<file path="config.mk">
export PLATFORM = sky130hd
export DESIGN_NAME = inen_oen_regbank_flat
export DESIGN_NICKNAME = d
export VERILOG_FILES = /design/src/rtl/inen_oen_regbank_if.sv /design/src/rtl/inen_oen_regbank.sv /design/src/flat_wrapper.sv
export SDC_FILE = /design/constraint.sdc
export NUM_CORES = 1
export LEC_CHECK = 0
export ABC_AREA = 1
export BUFFER_PORTS_ARGS = -buffer_cell sky130_fd_sc_hd__buf_4
export CAP_MARGIN = 20
export CELL_PAD_IN_SITES_DETAIL_PLACEMENT = 1
export CELL_PAD_IN_SITES_GLOBAL_PLACEMENT = 2
export CORE_MARGIN = 2
export CORE_UTILIZATION = 37
export DETAILED_ROUTE_END_ITERATION = 10
export PLACE_DENSITY = 0.91
export SYNTH_ARGS = -nofsm -noshare
export SYNTH_HDL_FRONTEND = slang
export SYNTH_SLANG_ARGS = --single-unit
export TNS_END_PERCENT = 1
</file>
<file path="constraint.sdc">
create_clock -name clk -period 3.6 [get_ports clk]
set_input_delay 0.18 -clock clk [delete_from_list [all_inputs] [get_ports clk]]
set_output_delay 0.18 -clock clk [all_outputs]
set_load 0.005 [all_outputs]
</file>
<file path="src/rtl/inen_oen_regbank_if.sv">
// -----------------------------------------------------------------------------
// inen_oen_regbank_if
//   Bus bundle for the inen_oen_regbank scratch register bank.
//   master : drives write/read/clear requests, observes read data and status.
//   slave  : the register bank itself.
//   Signals:
//     data_in    [WIDTH]  write data
//     inen                write enable (entry waddr)
//     waddr      [AW]     write address
//     oen                 read/output enable (entry raddr)
//     raddr      [AW]     read address
//     sclr                synchronous clear of the whole bank
//     data_out   [WIDTH]  registered read data (0 when output disabled)
//     out_valid           data_out was produced by a read
//     rd_hit              the entry read held valid data
//     wr_err              one-cycle pulse after an out-of-range write
//     used_count [AW+1]   number of valid entries
//     full / empty        used_count == DEPTH / used_count == 0
// -----------------------------------------------------------------------------
interface inen_oen_regbank_if #(
    parameter int WIDTH = 8,
    parameter int AW    = 2
);
    logic [WIDTH-1:0] data_in;
    logic             inen;
    logic [AW-1:0]    waddr;
    logic             oen;
    logic [AW-1:0]    raddr;
    logic             sclr;
    logic [WIDTH-1:0] data_out;
    logic             out_valid;
    logic             rd_hit;
    logic             wr_err;
    logic [AW:0]      used_count;
    logic             full;
    logic             empty;

    modport master (
        output data_in, inen, waddr, oen, raddr, sclr,
        input  data_out, out_valid, rd_hit, wr_err, used_count, full, empty
    );

    modport slave (
        input  data_in, inen, waddr, oen, raddr, sclr,
        output data_out, out_valid, rd_hit, wr_err, used_count, full, empty
    );
endinterface

</file>
<file path="src/rtl/inen_oen_regbank.sv">
// -----------------------------------------------------------------------------
// inen_oen_regbank
//   DEPTH independently addressed WIDTH-bit registers, each with a valid flag.
//   One write port (inen/waddr/data_in), one registered read port
//   (oen/raddr -> data_out one cycle later), synchronous whole-bank clear,
//   occupancy counter with full/empty flags and an out-of-range write error.
//   Ports:
//     clk  : clock, all state updates on the rising edge
//     clr  : asynchronous active-high reset, overrides everything
//     bus  : inen_oen_regbank_if.slave (see interface file for signals)
//   Parameters:
//     WIDTH  : data width of each register
//     DEPTH  : number of registers (2..16), DEPTH <= 2**AW
//     AW     : address width
//     BYPASS : 1 -> a read colliding with a write returns data_in;
//              0 -> it returns the previous contents
// -----------------------------------------------------------------------------
module inen_oen_regbank #(
    parameter int WIDTH  = 8,
    parameter int DEPTH  = 4,
    parameter int AW     = 2,
    parameter int BYPASS = 1
) (
    input  logic                   clk,
    input  logic                   clr,
    inen_oen_regbank_if.slave      bus
);

    localparam logic [AW:0] DEPTH_W = (AW+1)'(DEPTH);

    logic [WIDTH-1:0] mem_q [DEPTH];
    logic [WIDTH-1:0] mem_d [DEPTH];
    logic [DEPTH-1:0] valid_q, valid_d;
    logic [WIDTH-1:0] data_out_q, data_out_d;
    logic             out_valid_q, out_valid_d;
    logic             rd_hit_q, rd_hit_d;
    logic             wr_err_q, wr_err_d;
    logic [AW:0]      used_count_q, used_count_d;

    logic             wr_in_range;
    logic             collide;

    assign wr_in_range = ({1'b0, bus.waddr} < DEPTH_W);
    // Bypass only applies to a write that will actually land; sclr drops it.
    assign collide     = (BYPASS != 0) && bus.inen && !bus.sclr
                         && (bus.waddr == bus.raddr);

    always_comb begin
        // NOTE: every signal gets a default before any branch so no latch is inferred.
        mem_d        = mem_q;
        valid_d      = valid_q;
        used_count_d = used_count_q;
        wr_err_d     = 1'b0;
        data_out_d   = '0;
        out_valid_d  = 1'b0;
        rd_hit_d     = 1'b0;

        // Read port: samples pre-edge contents; out-of-range or disabled
        // reads leave data_out at zero so no stale data is ever visible.
        if (bus.oen) begin
            out_valid_d = 1'b1;
            for (int i = 0; i < DEPTH; i++) begin
                if (bus.raddr == AW'(i)) begin
                    if (collide) begin
                        data_out_d = bus.data_in;
                        rd_hit_d   = 1'b1;
                    end else begin
                        data_out_d = mem_q[i];
                        rd_hit_d   = valid_q[i];
                    end
                end
            end
        end

        // Write port: sclr wins over a write and suppresses its error.
        if (bus.sclr) begin
            mem_d        = '{default: '0};
            valid_d      = '0;
            used_count_d = '0;
        end else if (bus.inen) begin
            wr_err_d = !wr_in_range;
            for (int i = 0; i < DEPTH; i++) begin
                if (bus.waddr == AW'(i)) begin
                    mem_d[i]   = bus.data_in;
                    valid_d[i] = 1'b1;
                    // Only an invalid->valid transition counts, so the
                    // counter can never exceed DEPTH.
                    if (!valid_q[i]) begin
                        used_count_d = used_count_q + (AW+1)'(1);
                    end
                end
            end
        end
    end

    always_ff @(posedge clk or posedge clr) begin
        if (clr) begin
            // NOTE: the storage array is reset too, because a cleared bank must read back as zeros.
            mem_q        <= '{default: '0};
            valid_q      <= '0;
            data_out_q   <= '0;
            out_valid_q  <= 1'b0;
            rd_hit_q     <= 1'b0;
            wr_err_q     <= 1'b0;
            used_count_q <= '0;
        end else begin
            // NOTE: non-blocking assignments here so every flop samples pre-edge values.
            mem_q        <= mem_d;
            valid_q      <= valid_d;
            data_out_q   <= data_out_d;
            out_valid_q  <= out_valid_d;
            rd_hit_q     <= rd_hit_d;
            wr_err_q     <= wr_err_d;
            used_count_q <= used_count_d;
        end
    end

    assign bus.data_out   = data_out_q;
    assign bus.out_valid  = out_valid_q;
    assign bus.rd_hit     = rd_hit_q;
    assign bus.wr_err     = wr_err_q;
    assign bus.used_count = used_count_q;
    assign bus.full       = (used_count_q == DEPTH_W);
    assign bus.empty      = (used_count_q == '0);

endmodule
</file>
<file path="src/flat_wrapper.sv">
// flat-port wrapper written by rule: the top's interface ports become plain ports
module inen_oen_regbank_flat 
#(
    parameter int WIDTH  = 8,
    parameter int DEPTH  = 4,
    parameter int AW     = 2,
    parameter int BYPASS = 1
)
  (clk, clr, bus_data_in, bus_inen, bus_waddr, bus_oen, bus_raddr, bus_sclr, bus_data_out, bus_out_valid, bus_rd_hit, bus_wr_err, bus_used_count, bus_full, bus_empty);
  inen_oen_regbank_if #(.WIDTH(WIDTH), .AW(AW)) bus_i ();
  input  logic clk;
  input  logic clr;
  input wire logic [$bits(bus_i.data_in)-1:0] bus_data_in;
  input wire logic [$bits(bus_i.inen)-1:0] bus_inen;
  input wire logic [$bits(bus_i.waddr)-1:0] bus_waddr;
  input wire logic [$bits(bus_i.oen)-1:0] bus_oen;
  input wire logic [$bits(bus_i.raddr)-1:0] bus_raddr;
  input wire logic [$bits(bus_i.sclr)-1:0] bus_sclr;
  output wire logic [$bits(bus_i.data_out)-1:0] bus_data_out;
  output wire logic [$bits(bus_i.out_valid)-1:0] bus_out_valid;
  output wire logic [$bits(bus_i.rd_hit)-1:0] bus_rd_hit;
  output wire logic [$bits(bus_i.wr_err)-1:0] bus_wr_err;
  output wire logic [$bits(bus_i.used_count)-1:0] bus_used_count;
  output wire logic [$bits(bus_i.full)-1:0] bus_full;
  output wire logic [$bits(bus_i.empty)-1:0] bus_empty;
  assign bus_i.data_in = bus_data_in;
  assign bus_i.inen = bus_inen;
  assign bus_i.waddr = bus_waddr;
  assign bus_i.oen = bus_oen;
  assign bus_i.raddr = bus_raddr;
  assign bus_i.sclr = bus_sclr;
  assign bus_data_out = bus_i.data_out;
  assign bus_out_valid = bus_i.out_valid;
  assign bus_rd_hit = bus_i.rd_hit;
  assign bus_wr_err = bus_i.wr_err;
  assign bus_used_count = bus_i.used_count;
  assign bus_full = bus_i.full;
  assign bus_empty = bus_i.empty;
  inen_oen_regbank #(.WIDTH(WIDTH), .DEPTH(DEPTH), .AW(AW), .BYPASS(BYPASS)) u_core (.clk(clk), .clr(clr), .bus(bus_i));
endmodule
</file>
Word level (Yosys, flattened, before mapping)
Index checks and enable logic that the tools add are counted.
- bits in registers: 49
- memories: 0
- bits of input ports: 17
- bits in writable memories: 0
- output and inout port bits: 16
- logic and storage cells: 77
- bits in latches: 0
- memory bits (read-only): 0
- div/mod/pow operators: 0
- shift-type cells: 0
- reduce and logical (&&, ||, !) cells: 15
- equality and inequality tests: 8
- bitwise gates (word level): 0
- mux-type cells: 41
- multiply operators: 0
- add/subtract/negate cells: 1
- magnitude comparators: 0
- operators with widths (cell ; count):
    $mux 8 ; 13
    $mux 32 ; 2
    $mux 3 ; 10
    $mux 1 ; 14
    $reduce_bool 2->1 ; 5
    $eq 2x2->1 const B ; 4
    $mux 4 ; 2
    $reduce_and 2->1 ; 4
    $eq 2x1->1 const B ; 2
    $logic_not 2->1 ; 2
    $add 3x1->3 const B ; 1
    $eq 3x3->1 const B ; 1
    $logic_not 3->1 ; 1
    $eq 2x2->1 ; 1
    $logic_and 1x1->1 ; 2
    $logic_not 1->1 ; 1

Depth between registers and ports, before layout
Gate-level depths: netlist of the first run.
- depth after elaboration: 11
- depth in mapped cells: 13
- depth with buffers taken out: 12

Worst setup path after synthesis of the first run
Ideal clock, no wire load.
- kind: input to register
- from: input bus_waddr[0]
- to: register u_core.data_out_q[6] (netlist: u_core.bus.data_out[6])
- data required time: 3.487 ns
- arrival: 1.032 ns
- stages on the path: 11
- buffers on the path: 1
- library setup time: 0.113 ns
- setup slack: 2.455 ns
- cell sequence: inv_2 -> nand2_1 -> nand2_2 -> inv_2 -> nand2_2 -> buf_6 -> nand2_1 -> a21oi_2 -> nor2_1 -> nand2_1 -> inv_1
- cells in the longest elaborated chain, start to end: 8
- elaborated cells between the ends (all ways): 11
- classes of those cells: eq/ne: 1; mux: 9; reduce/logical: 1
- ends and longest elaborated chain (item ; RTL line ; RTL):
    from (decl) ; flat_wrapper.sv:15 ; input wire logic [$bits(bus_i.waddr)-1:0] bus_waddr;
    $eq 2x2->1 * ; inen_oen_regbank.sv:46 ; && (bus.waddr == bus.raddr);
    $logic_and 1x1->1 * ; inen_oen_regbank.sv:46 ;
    $mux 8 ; inen_oen_regbank.sv:64 ; if (collide) begin
    $mux 8 (3 in series) ; inen_oen_regbank.sv:63 ; if (bus.raddr == AW'(i)) begin
    $mux 8 * ; inen_oen_regbank.sv:63 ;
    $mux 8 * ; inen_oen_regbank.sv:60 ; if (bus.oen) begin
    named net u_core.data_out_d[6] ; inen_oen_regbank.sv:34 ; logic [WIDTH-1:0] data_out_q, data_out_d;
    to (signal assigned) ; inen_oen_regbank.sv:110 ; data_out_q <= data_out_d;
    to (decl) ; inen_oen_regbank.sv:34 ;
Mark *: on every way through the listed nets, which the timed path passes. The rest lies on a longest branch.
A chain may end at the register's enable or synchronous reset.

Worst setup path after layout of the first run
- from: input bus_raddr[0]
- to: register u_core.data_out_q[5] (netlist: u_core.bus.data_out[5])
- cells in the longest elaborated chain, start to end: 8
- elaborated cells between the ends (all ways): 15
- classes of those cells: eq/ne: 4; mux: 9; reduce/logical: 2
- ends and longest elaborated chain (item ; RTL line ; RTL):
    from (decl) ; flat_wrapper.sv:17 ; input wire logic [$bits(bus_i.raddr)-1:0] bus_raddr;
    $eq 2x2->1 ; inen_oen_regbank.sv:46 ;
    $logic_and 1x1->1 ; inen_oen_regbank.sv:46 ;
    $mux 8 ; inen_oen_regbank.sv:64 ;
    $mux 8 (3 in series) ; inen_oen_regbank.sv:63 ;
    $mux 8 * ; inen_oen_regbank.sv:63 ;
    $mux 8 * ; inen_oen_regbank.sv:60 ;
    named net u_core.data_out_d[5] ; inen_oen_regbank.sv:34 ;
Marked as above.

==> flow_summary_export.csv, run 1 <==
group,metric,value,unit
outcome,outcome,"finished, final reports clean",
setup_path,startpoint_type,"input port",
setup_path,reg2reg_depth,7,
setup_path,slowest_delay,410,ps
detailed_routing,wire_per_inst,15.3,microns
sta,fin_ws,2180,ps
floorplanning,num_rows,31,
placed_design,dp_hpwl,4850,microns
grt,grt_pass1_vias,2381,
grt,busiest_layer,"met2",
finish,multiInputGateArea,1190,sq um
min_path,holdCritPathClass,"in -> reg",
floorplanning,die_w,89.5,microns
sta,slew_viol_final,0,
clock_tree,clk_pin_slew_worst_paths,90,ps
sta,fmax,0.703,GHz
min_path,holdPathStages,1,
floorplanning,design.core.area,7180,sq um
setup_path,path_class,"in -> reg",
synth,async_flop_share,1.00,
floorplanning,ios,33,
sta,tightestPinTransition,681,ps
detailed_routing,viasPerCell,4.81,
pwr,p_per_area,405,nW/um^2
setup_path,cp.required,3810,ps
setup_path,worst_ep_arrival_time,1630,ps
pwr,pwr-share-seq,0.483,
placed_design,io_buffers,31,
finish,layout-drive-gt1-share,0.215,
finish,fin_area,3130,sq um
synth,netlist_area,2710,sq um
setup_path,worstSetupEndpointType,"register",
sta,relSlewSlack,0.545,
setup_path,cpMaxStageDelayCell,"nand2_2",
placed_design,post_dp_cell_area,2990,sq um
synth,synth-warning-count,0,
grt,overflow,0,
placed_design,gp_congestion,0.783,
sta,holdWs,87.2,ps
sta,finalCriticalPeriod,1420,ps
grt,gr-usage-met2,0.314,
synth,seq_area_frac_synth,0.453,
pwr,peakVddDrop,185,uV
detailed_routing,drcViolationCount,0,
min_path,hold_path_end,"u_core.bus.out_valid",
setup_path,r2r_end,"u_core.bus.used_count[2]",
pwr,p_sw,354,uW
synth,ys_seq_elements,49,
grt,grt_pass1_wl,11800,microns
job,maxCapViolations,0,
finish,antenna_cells_inserted,0,
synth,ys_dominant_reg_cell,"dfrtp_1",
sta,rsz0062_at_grt,"false",
pwr,finalPower,1.27,mW
clock_tree,cts_setup_buffers,0,
finish,n_fill_cell,896,
detailed_routing,ant_nets,0,
setup_path,critical_path.max_fanout,21,
clock_tree,h-tree-depth,2,
synth,syn_nets,356,
detailed_routing,vias,2246,
grt,grt.total_usage,0.194,
grt,antenna_found_initial,0,
sta,skew,4.73,ps
finish,fin_cells,467,
detailed_routing,finalWirelength,7120,microns
detailed_routing,drtIter0Drc,78,
finish,layout_common_cells,"nand2_1, inv_1, dfrtp_1",
pwr,power_leakage,1.66,nW
synth,synth_edf_count,0,
sta,setup_viol,0,
pwr,comb_power_share,0.188,
finish,fin_nets,386,
finish,register_area,1230,sq um
pwr,switching_share,0.279,
placed_design,dp_worst_setup_slack,1890,ps
clock_tree,cts_made_buffers,5,
synth,netlist-cell-type-count,30,
grt,grt_max_degree,50,
clock_tree,cts_tree,"built",
clock_tree,clock_latency,300,ps
finish,final_common_cell,"nand2_1",
pwr,clockPowerShare,0.328,
setup_path,path_cells,"buf_4, inv_1, nand2_1, nand2_2, inv_2, nand2_2, nand2_2, nand2_1, nand2_1, nand2_1, nand2_1, nand2_1, inv_1",
synth,synth_cells,337,
setup_path,crit_family,"simple AND/OR/NAND/NOR gates",
setup_path,cp_common_cell,"nand2_1",
setup_path,r2r_start,"u_core.valid_q[3]",
grt,grt_util_met1,0.260,
clock_tree,root_buffer,"clkbuf_8",
sta,tns,0,ps
sta,period_share,0.395,
grt,gr-usage-met3,0.0314,
min_path,hold_start,"bus_oen",
floorplanning,initial_core_util,0.377,
setup_path,cp_num_buf_inv,4,
floorplanning,die_area,8010,sq um
pwr,internal_power,914,uW
synth,synth.avg_cell_area,8.03,sq um
placed_design,dp.cells,457,
setup_path,regToRegSetupSlack,2390,ps
sta,hold_viol,0,
clock_tree,cts_max_path_buffers,2,
detailed_routing,firstDrtPassIters,4,
clock_tree,cts.sinks,49,
floorplanning,dieHeight,89.5,microns
finish,fin_util,0.437,
finish,syn_to_final_growth,15.8,%
==> cell families (layout without fill, tap and decap cells) <==
| logic type | Yosys count | after routing | synth area share |
|---|---|---|---|
| AO/OA/AOI/OAI | 48 | 48 | 0.107 |
| multiplexers | 12 | 12 | 0.0500 |
| flip-flops | 49 | 49 | 0.453 |
| AND/OR/NAND/NOR | 157 | 157 | 0.271 |
| other | 1 | 1 | 0.00139 |
| buffers and inverters | 68 | 99 | 0.108 |
| adder cells (fa/ha/maj) | 2 | 2 | 0.00925 |
==> flip-flops by register name, indices dropped and copies added (netlist names) <==
signal                 cells
u_core.bus.data_out        8
u_core.mem_q              32
u_core.bus.rd_hit          1
u_core.bus.out_valid       1
u_core.bus.used_count      3
u_core.valid_q             4
==> power by group through the flow <==
stage,sequential [mW],clock [mW],combinational (mW)
finish,0.613,0.416,0.239
global route,0.618,0.453,0.271
CTS,0.613,0.430,0.239
detailed placement,0.624,0,0.237
global placement,0.623,0,0.230
floorplan,0.621,0,0.156
==> layout make-up <==
class	instances	area share
sequential	49	0.391
multi-input combinational	220	0.379
timing repair buffer	33	0.0839
inverter	58	0.0695
tap	99	0.0395
clock buffer	7	0.0276
clock inverter	1	0.00958
==> cell usage after synthesis, types with 2 or more instances <==
| cell | instances | area (sq um) |
|---|---|---|
| dfrtp_1 | 49 | 1230 |
| nand2_1 | 94 | 353 |
| inv_1 | 52 | 195 |
| a21oi_1 | 9 | 45.0 |
| clkbuf_1 | 4 | 15.0 |
| o21ai_0 | 23 | 115 |
| nand3_2 | 6 | 60.1 |
| buf_6 | 2 | 22.5 |
| mux2_2 | 12 | 135 |
| o21bai_1 | 6 | 45.0 |
| buf_2 | 2 | 10.0 |
| nor2_1 | 24 | 90.1 |
| nand3_1 | 19 | 95.1 |
| ha_1 | 2 | 25.0 |
| o22ai_1 | 4 | 25.0 |
| nor2_8 | 2 | 40.0 |
| o221ai_1 | 2 | 17.5 |
| nand2_2 | 7 | 43.8 |
| a211oi_2 | 2 | 25.0 |
| inv_2 | 6 | 22.5 |
==> timing repair <==
| action | 4_1_cts | 5_1_grt |
|---|---|---|
| hold buffers | 0 | 1 |
| hold endpoints to repair | 0 | 7 |
| setup endpoints to repair | 0 | 0 |
| gates resized for setup | 0 | 0 |
==> metal layers <==
metal | vias up | routed length (microns)
li1 | 1106 | -
met1 | 1091 | 3440
met2 | 36 | 3330
met3 | 13 | 179
met4 | 0 | 169
met5 | - | 0
==> worst reg2reg max path, delay by kind of cell (launching register included) <==
kind | cells | cell delay, ps
DFF | 1 | 420
and+or+nand+nor | 4 | 380
AOI/OAI and AO/OA | 1 | 240
buffers and inverters | 2 | 100
==> worst max path at each step <==
stage | end | start | cells after the start | slack [ps]
after floorplan | u_core.bus.data_out[0] | clr | 1 | 2250
after CTS | bus_empty | u_core.bus.used_count[0] | 5 | 2170
after global routing | u_core.bus.data_out[5] | bus_waddr[0] | 13 | 2020
final | u_core.bus.data_out[5] | bus_raddr[0] | 13 | 2180
after global placement | u_core.bus.data_out[6] | bus_waddr[0] | 11 | 1930
after detailed placement | u_core.bus.data_out[6] | bus_waddr[0] | 11 | 1890
(Power assumes the default switching activity.)
==> run 2: changes to the inputs <==
CORE_UTILIZATION = 31   (was 37)
PLACE_DENSITY = 0.82   (was 0.91)
clock period = 1.15 ns   (was 3.6 ns; I/O delays follow)
==> run 2 against run 1 <==
  * Sequential power rose to 3.1 times the previous value
  * Largest power group unchanged
  * Total power rose to 3.1 times the previous value
  * Register-to-register slack worse by 2300 ps
  * First-iteration DRC count down 36%
  * The run now ends with negative setup slack left
  * Die area up 18%
  * Clock power rose to 2.5 times the previous value
  * Non-clock buffer count up 43
  * Largest cell class unchanged
  * Via count up 7.1%
  * Clock-buffer cell count down 1
==> flow_summary_export.csv, run 2 (synthesized netlist as in run 1, its figures left out) <==
group,metric,value,unit
outcome,outcome,"finished, violations left",
outcome,violations,"negative setup slack",
detailed_routing,drtIter0Drc,50,
detailed_routing,viasPerCell,4.64,
pwr,p_per_area,1110,nW/um^2
placed_design,gp_congestion,0.736,
finish,top_register,"u_core.mem_q",
pwr,power_leakage,1.87,nW
finish,syn_to_final_growth,29.9,%
pwr,peakVddDrop,574,uV
pwr,comb_power_share,0.235,
pwr,p_sw,1.17,mW
detailed_routing,drcViolationCount,0,
sta,skew,6.14,ps
sta,period_share,1.04,
finish,n_fill_cell,1075,
sta,fmax,0.834,GHz
finish,fin_area,3510,sq um
setup_path,critical_path.max_fanout,2,
floorplanning,design.core.area,8590,sq um
pwr,clockPowerShare,0.273,
clock_tree,cts_made_buffers,5,
sta,slew_viol_final,0,
setup_path,worstSetupEndpointType,"primary output",
grt,grt_max_degree,50,
sta,setup_viol,4,
floorplanning,die_w,97.4,microns
clock_tree,clock_latency,310,ps
pwr,internal_power,2.72,mW
sta,hold_viol,0,
finish,layout-drive-gt1-share,0.314,
detailed_routing,vias,2406,
finish,antenna_cells_inserted,0,
detailed_routing,wire_per_inst,14.3,microns
finish,fin_nets,429,
setup_path,worst_ep_arrival_time,1140,ps
clock_tree,cts_tree,"built",
min_path,holdCritPathClass,"in -> reg",
pwr,pwr-share-seq,0.492,
finish,fin_cells,519,
clock_tree,root_buffer,"clkbuf_8",
setup_path,cp.required,1090,ps
grt,antenna_found_initial,0,
detailed_routing,finalWirelength,7440,microns
placed_design,dp_hpwl,5510,microns
sta,holdWs,84.1,ps
grt,grt_pass1_vias,2535,
grt,grt_pass1_wl,12300,microns
clock_tree,h-tree-depth,2,
detailed_routing,ant_nets,0,
setup_path,startpoint_type,"register",
min_path,hold_start,"bus_inen",
grt,overflow,0,
sta,finalCriticalPeriod,1200,ps
setup_path,r2r_start,"u_core.bus.used_count[0]",
pwr,finalPower,3.89,mW
setup_path,crit_path_start,"u_core.bus.used_count[1]",
sta,rsz0062_at_grt,"true",
grt,grt.total_usage,0.164,
finish,final_common_cell,"nand2_1",
placed_design,post_dp_cell_area,3350,sq um
finish,largest_reg_flops,32,
job,maxCapViolations,0,
floorplanning,dieHeight,97.4,microns
floorplanning,initial_core_util,0.315,
clock_tree,cts_max_path_buffers,2,
floorplanning,num_rows,34,
setup_path,path_class,"reg -> out",
detailed_routing,firstDrtPassIters,4,
sta,fin_ws,-49.1,ps
pwr,switching_share,0.301,
floorplanning,die_area,9490,sq um
floorplanning,ios,33,
finish,layout_common_cells,"nand2_1, buf_4, inv_1, dfrtp_1, o21ai_0",
clock_tree,clk_pin_slew_worst_paths,90,ps
clock_tree,cts.sinks,49,
placed_design,dp.cells,506,
placed_design,io_buffers,31,
## run 2: cell type report
| class | count | area, sq um | share of cell area |
|---|---|---|---|
| timing repair buffer | 76 | 626 | 0.178 |
| clock inverter | 2 | 13.8 | 0.00392 |
| multi-input combinational | 220 | 1220 | 0.347 |
| inverter | 58 | 221 | 0.0630 |
| sequential | 49 | 1230 | 0.349 |
| clock buffer | 6 | 72.6 | 0.0207 |
| tap | 108 | 135 | 0.0385 |
## run 2: metal layers
metal  GRT usage  share of wire  wire length, microns
met5           0              0                     0
met4      0.0459          0.011                    79
met3      0.0180          0.030                   221
met2       0.292           0.52                  3850
met1       0.210           0.44                  3290
## run 2: worst paths after layout
| check | endpoint | slack, ps | cells past startpoint |
|---|---|---|---|
| max | bus_empty | -50 | 5 |
| min | u_core.bus.used_count[2] | 80 | 4 |
| max reg2reg | u_core.bus.used_count[2] | 60 | 6 |
| min reg2reg | u_core.mem_q[28] | 510 | 1 |
| max in group asynchronous | u_core.valid_q[1] | 550 | 4 |
| min in group asynchronous | u_core.mem_q[3] | 360 | 4 |
## run 2: power by group through the flow
stage	sequential (mW)	clock [mW]	combinational [mW]
global route	1.93	1.17	1.03
CTS	1.92	1.10	0.916
global placement	1.94	0	0.869
detailed placement	1.95	0	0.891
finish	1.92	1.06	0.915
floorplan	1.94	0	0.489
## run 2: repair_timing
| action | in CTS | in global routing |
|---|---|---|
| setup buffers | 2 | 1 |
| pin swaps | 1 | 1 |
| resized for setup | 3 | 6 |
| endpoints found under the setup margin | 3 | 7 |
| hold buffers | 2 | 0 |
| hold endpoints to repair | 50 | 0 |
## run 2: per-stage QoR
stage	util	worst slack (ps)	TNS [ps]
3_3_place_gp	0.390	-102	-958
4_1_cts	0.405	-89.1	-153
5_1_grt	0.409	-144	-366
3_5_place_dp	0.390	-108	-1440
6_report	0.409	-49.1	-67.9
2_1_floorplan	-	114	0
## run 2: worst max-delay path: stages (launching register included)
cell and delay (ps):
dfrtp_1 400, inv_2 80, ha_4 130, inv_1 30, nor2_1 80, buf_4 110
==> run 3: changes to the inputs <==
ABC_AREA = default   (was 1)
CORE_UTILIZATION = 33   (was 31)
PLACE_DENSITY = 0.8   (was 0.82)
==> run 3 against run 2 <==
  * The run still ends with negative setup slack left
  * Synthesized cell count down 33%
  * Highest routed layer unchanged
  * Setup slack worse by 140 ps
  * Clock skew up 4.1 ps
  * Largest power group unchanged
  * Global-route usage up 0.066 points
  * Via count down 25%
  * Wire length down 17%
  * Largest cell class unchanged
  * Critical path type is now reg -> reg
  * Synthesized area down 9.7%
  * First-iteration DRC count up 28%
==> flow_summary_export.csv, run 3 <==
group,metric,value,unit
setup_path,cp_num_buf_inv,0,
synth,ys_dominant_reg_cell,"dfrtp_1",
grt,antenna_found_initial,0,
detailed_routing,ant_nets,0,
sta,slew_viol_final,0,
pwr,finalPower,3.54,mW
placed_design,dp_hpwl,4250,microns
min_path,holdCritPathClass,"in -> reg",
synth,yosysMostFrequentCell,"dfrtp_1",
floorplanning,initial_core_util,0.339,
setup_path,regToRegSetupSlack,-190,ps
synth,async_flop_share,1.00,
clock_tree,cts.sinks,49,
setup_path,critical_path.max_fanout,2,
sta,fmax,0.745,GHz
setup_path,startpoint_type,"register",
placed_design,io_buffers,31,
sta,hold_viol,0,
floorplanning,die_area,8110,sq um
clock_tree,root_buffer,"clkbuf_8",
setup_path,cp.required,1350,ps
pwr,power_leakage,1.51,nW
clock_tree,clock_latency,310,ps
synth,netlist_area,2440,sq um
detailed_routing,wire_per_inst,16.3,microns
grt,grt_max_degree,50,
clock_tree,cts_made_buffers,5,
sta,period_share,1.17,
setup_path,worst_ep_arrival_time,1550,ps
setup_path,path_class,"reg -> reg",
clock_tree,clk_pin_slew_worst_paths,110,ps
outcome,violations,"negative setup slack",
detailed_routing,viasPerCell,4.74,
detailed_routing,drt-met1-wl,3030,microns
detailed_routing,finalWirelength,6140,microns
grt,grt.total_usage,0.165,
sta,fin_ws,-193,ps
sta,skew,10.3,ps
synth,netlist-cell-type-count,35,
finish,fin_util,0.424,
sta,rsz0062_at_grt,"true",
floorplanning,ios,33,
clock_tree,h-tree-depth,2,
finish,final_common_cell,"buf_4",
finish,fin_area,3060,sq um
floorplanning,design.core.area,7210,sq um
finish,syn_to_final_growth,25.3,%
detailed_routing,drcViolationCount,0,
finish,fin_nets,297,
synth,synth.avg_cell_area,10.8,sq um
synth,synth_cells,227,
detailed_routing,highest_layer,"met4",
sta,tns,-826,ps
synth,synth_top_area_frac,0.502,
detailed_routing,met2WireLength,2880,microns
detailed_routing,wl_met3,153,microns
sta,finalCriticalPeriod,1340,ps
setup_path,cpMaxStageDelayCell,"mux4_2",
setup_path,slowest_delay,480,ps
finish,layout_common_cells,"buf_4, dfrtp_1, nand2_1",
synth,synth_edf_count,0,
synth,synth_common_cells,"dfrtp_1, nand2_1, mux2i_1",
finish,layout-drive-gt1-share,0.312,
synth,seq_area_frac_synth,0.502,
pwr,peakVddDrop,428,uV
placed_design,dp_worst_setup_slack,-212,ps
finish,largest_reg_flops,32,
grt,grt_pass1_vias,1996,
setup_path,crit_family,"multiplexers",
job,maxCapViolations,0,
floorplanning,dieHeight,90.0,microns
synth,synth-warning-count,0,
finish,top_register,"u_core.mem_q",
sta,setup_viol,8,
synth,syn_nets,246,
grt,grt_pass1_wl,10400,microns
detailed_routing,vias,1793,
placed_design,gp_congestion,0.744,
setup_path,worstSetupEndpointType,"register",
clock_tree,cts_tree,"built",
floorplanning,num_rows,31,
placed_design,post_dp_cell_area,2930,sq um
outcome,outcome,"finished, violations left",
setup_path,path_cells,"mux4_2, nand3b_1, xor2_1, nor2_1",
synth,yosysTopAreaCell,"dfrtp_1",
detailed_routing,firstDrtPassIters,4,
pwr,p_per_area,1160,nW/um^2
finish,antenna_cells_inserted,0,
floorplanning,die_w,90.0,microns
grt,overflow,0,
detailed_routing,drtIter0Drc,64,
clock_tree,cts_max_path_buffers,2,
synth,synthTopCellsByArea,"dfrtp_1, mux2i_1, nand2_1, nor2_1, a21oi_1",
synth,ys_seq_elements,49,
## run 3: repair_timing
item	4_1_cts	5_1_grt
pin swaps	2	0
hold buffers	2	0
setup endpoints to repair	8	8
endpoints found under the hold margin	50	0
gates resized for setup	4	0
setup buffers	0	0
## run 3: cell type report
cell class,count,area (sq um)
clock buffers,5,68.8
well taps,99,124
flip-flops and latches,49,1230
fillers,845,4160
clock inverters,3,25.0
repair buffers,61,488
multi-input cells,155,1100
inverters,6,22.5
## run 3: metrics by stage
stage          hold slack, ps  instances
2_1_floorplan            88.9        227
3_3_place_gp              128        368
3_5_place_dp              134        368
4_1_cts                  5.14        378
5_1_grt                  11.2        378
6_report                 9.08        378
## run 3: cell families after synthesis
family	Yosys count	synth area share
other cells	1	0.00154
fa+ha+maj	2	0.0102
compound gates	27	0.0753
flops	49	0.502
xor+xnor	4	0.0251
mux	35	0.166
buf+inv	23	0.0528
simple gates	86	0.167
## run 3: path summary, 6_finish.rpt
path | start | endpoint | depth (start not counted)
max | u_core.valid_q[3] | u_core.bus.used_count[2] | 4
min | bus_data_in[3] | u_core.mem_q[11] | 3
max reg2reg | u_core.valid_q[3] | u_core.bus.used_count[2] | 4
min reg2reg | u_core.mem_q[11] | u_core.mem_q[11] | 2
max in group asynchronous | clr | u_core.mem_q[17] | 4
min in group asynchronous | clr | u_core.mem_q[18] | 4
## run 3: metal layers
| layer | up-vias | GRT usage |
|---|---|---|
| met5 | - | 0 |
| met4 | 0 | 0.0500 |
| met3 | 7 | 0.0293 |
| met2 | 25 | 0.264 |
| met1 | 904 | 0.227 |
| li1 | 857 | - |
## run 3: power breakdown
| group | internal (mW) | switching, mW | total, mW |
|---|---|---|---|
| logic | 0.311 | 0.307 | 0.618 |
| clock network | 0.441 | 0.648 | 1.09 |
| registers | 1.79 | 0.0391 | 1.83 |
## run 3: worst reg2reg max path, stage by stage (launching register included)
cell      delay, ps
dfrtp_1         390
mux4_2          480
nand3b_1        180
xor2_1          140
nor2_1           50
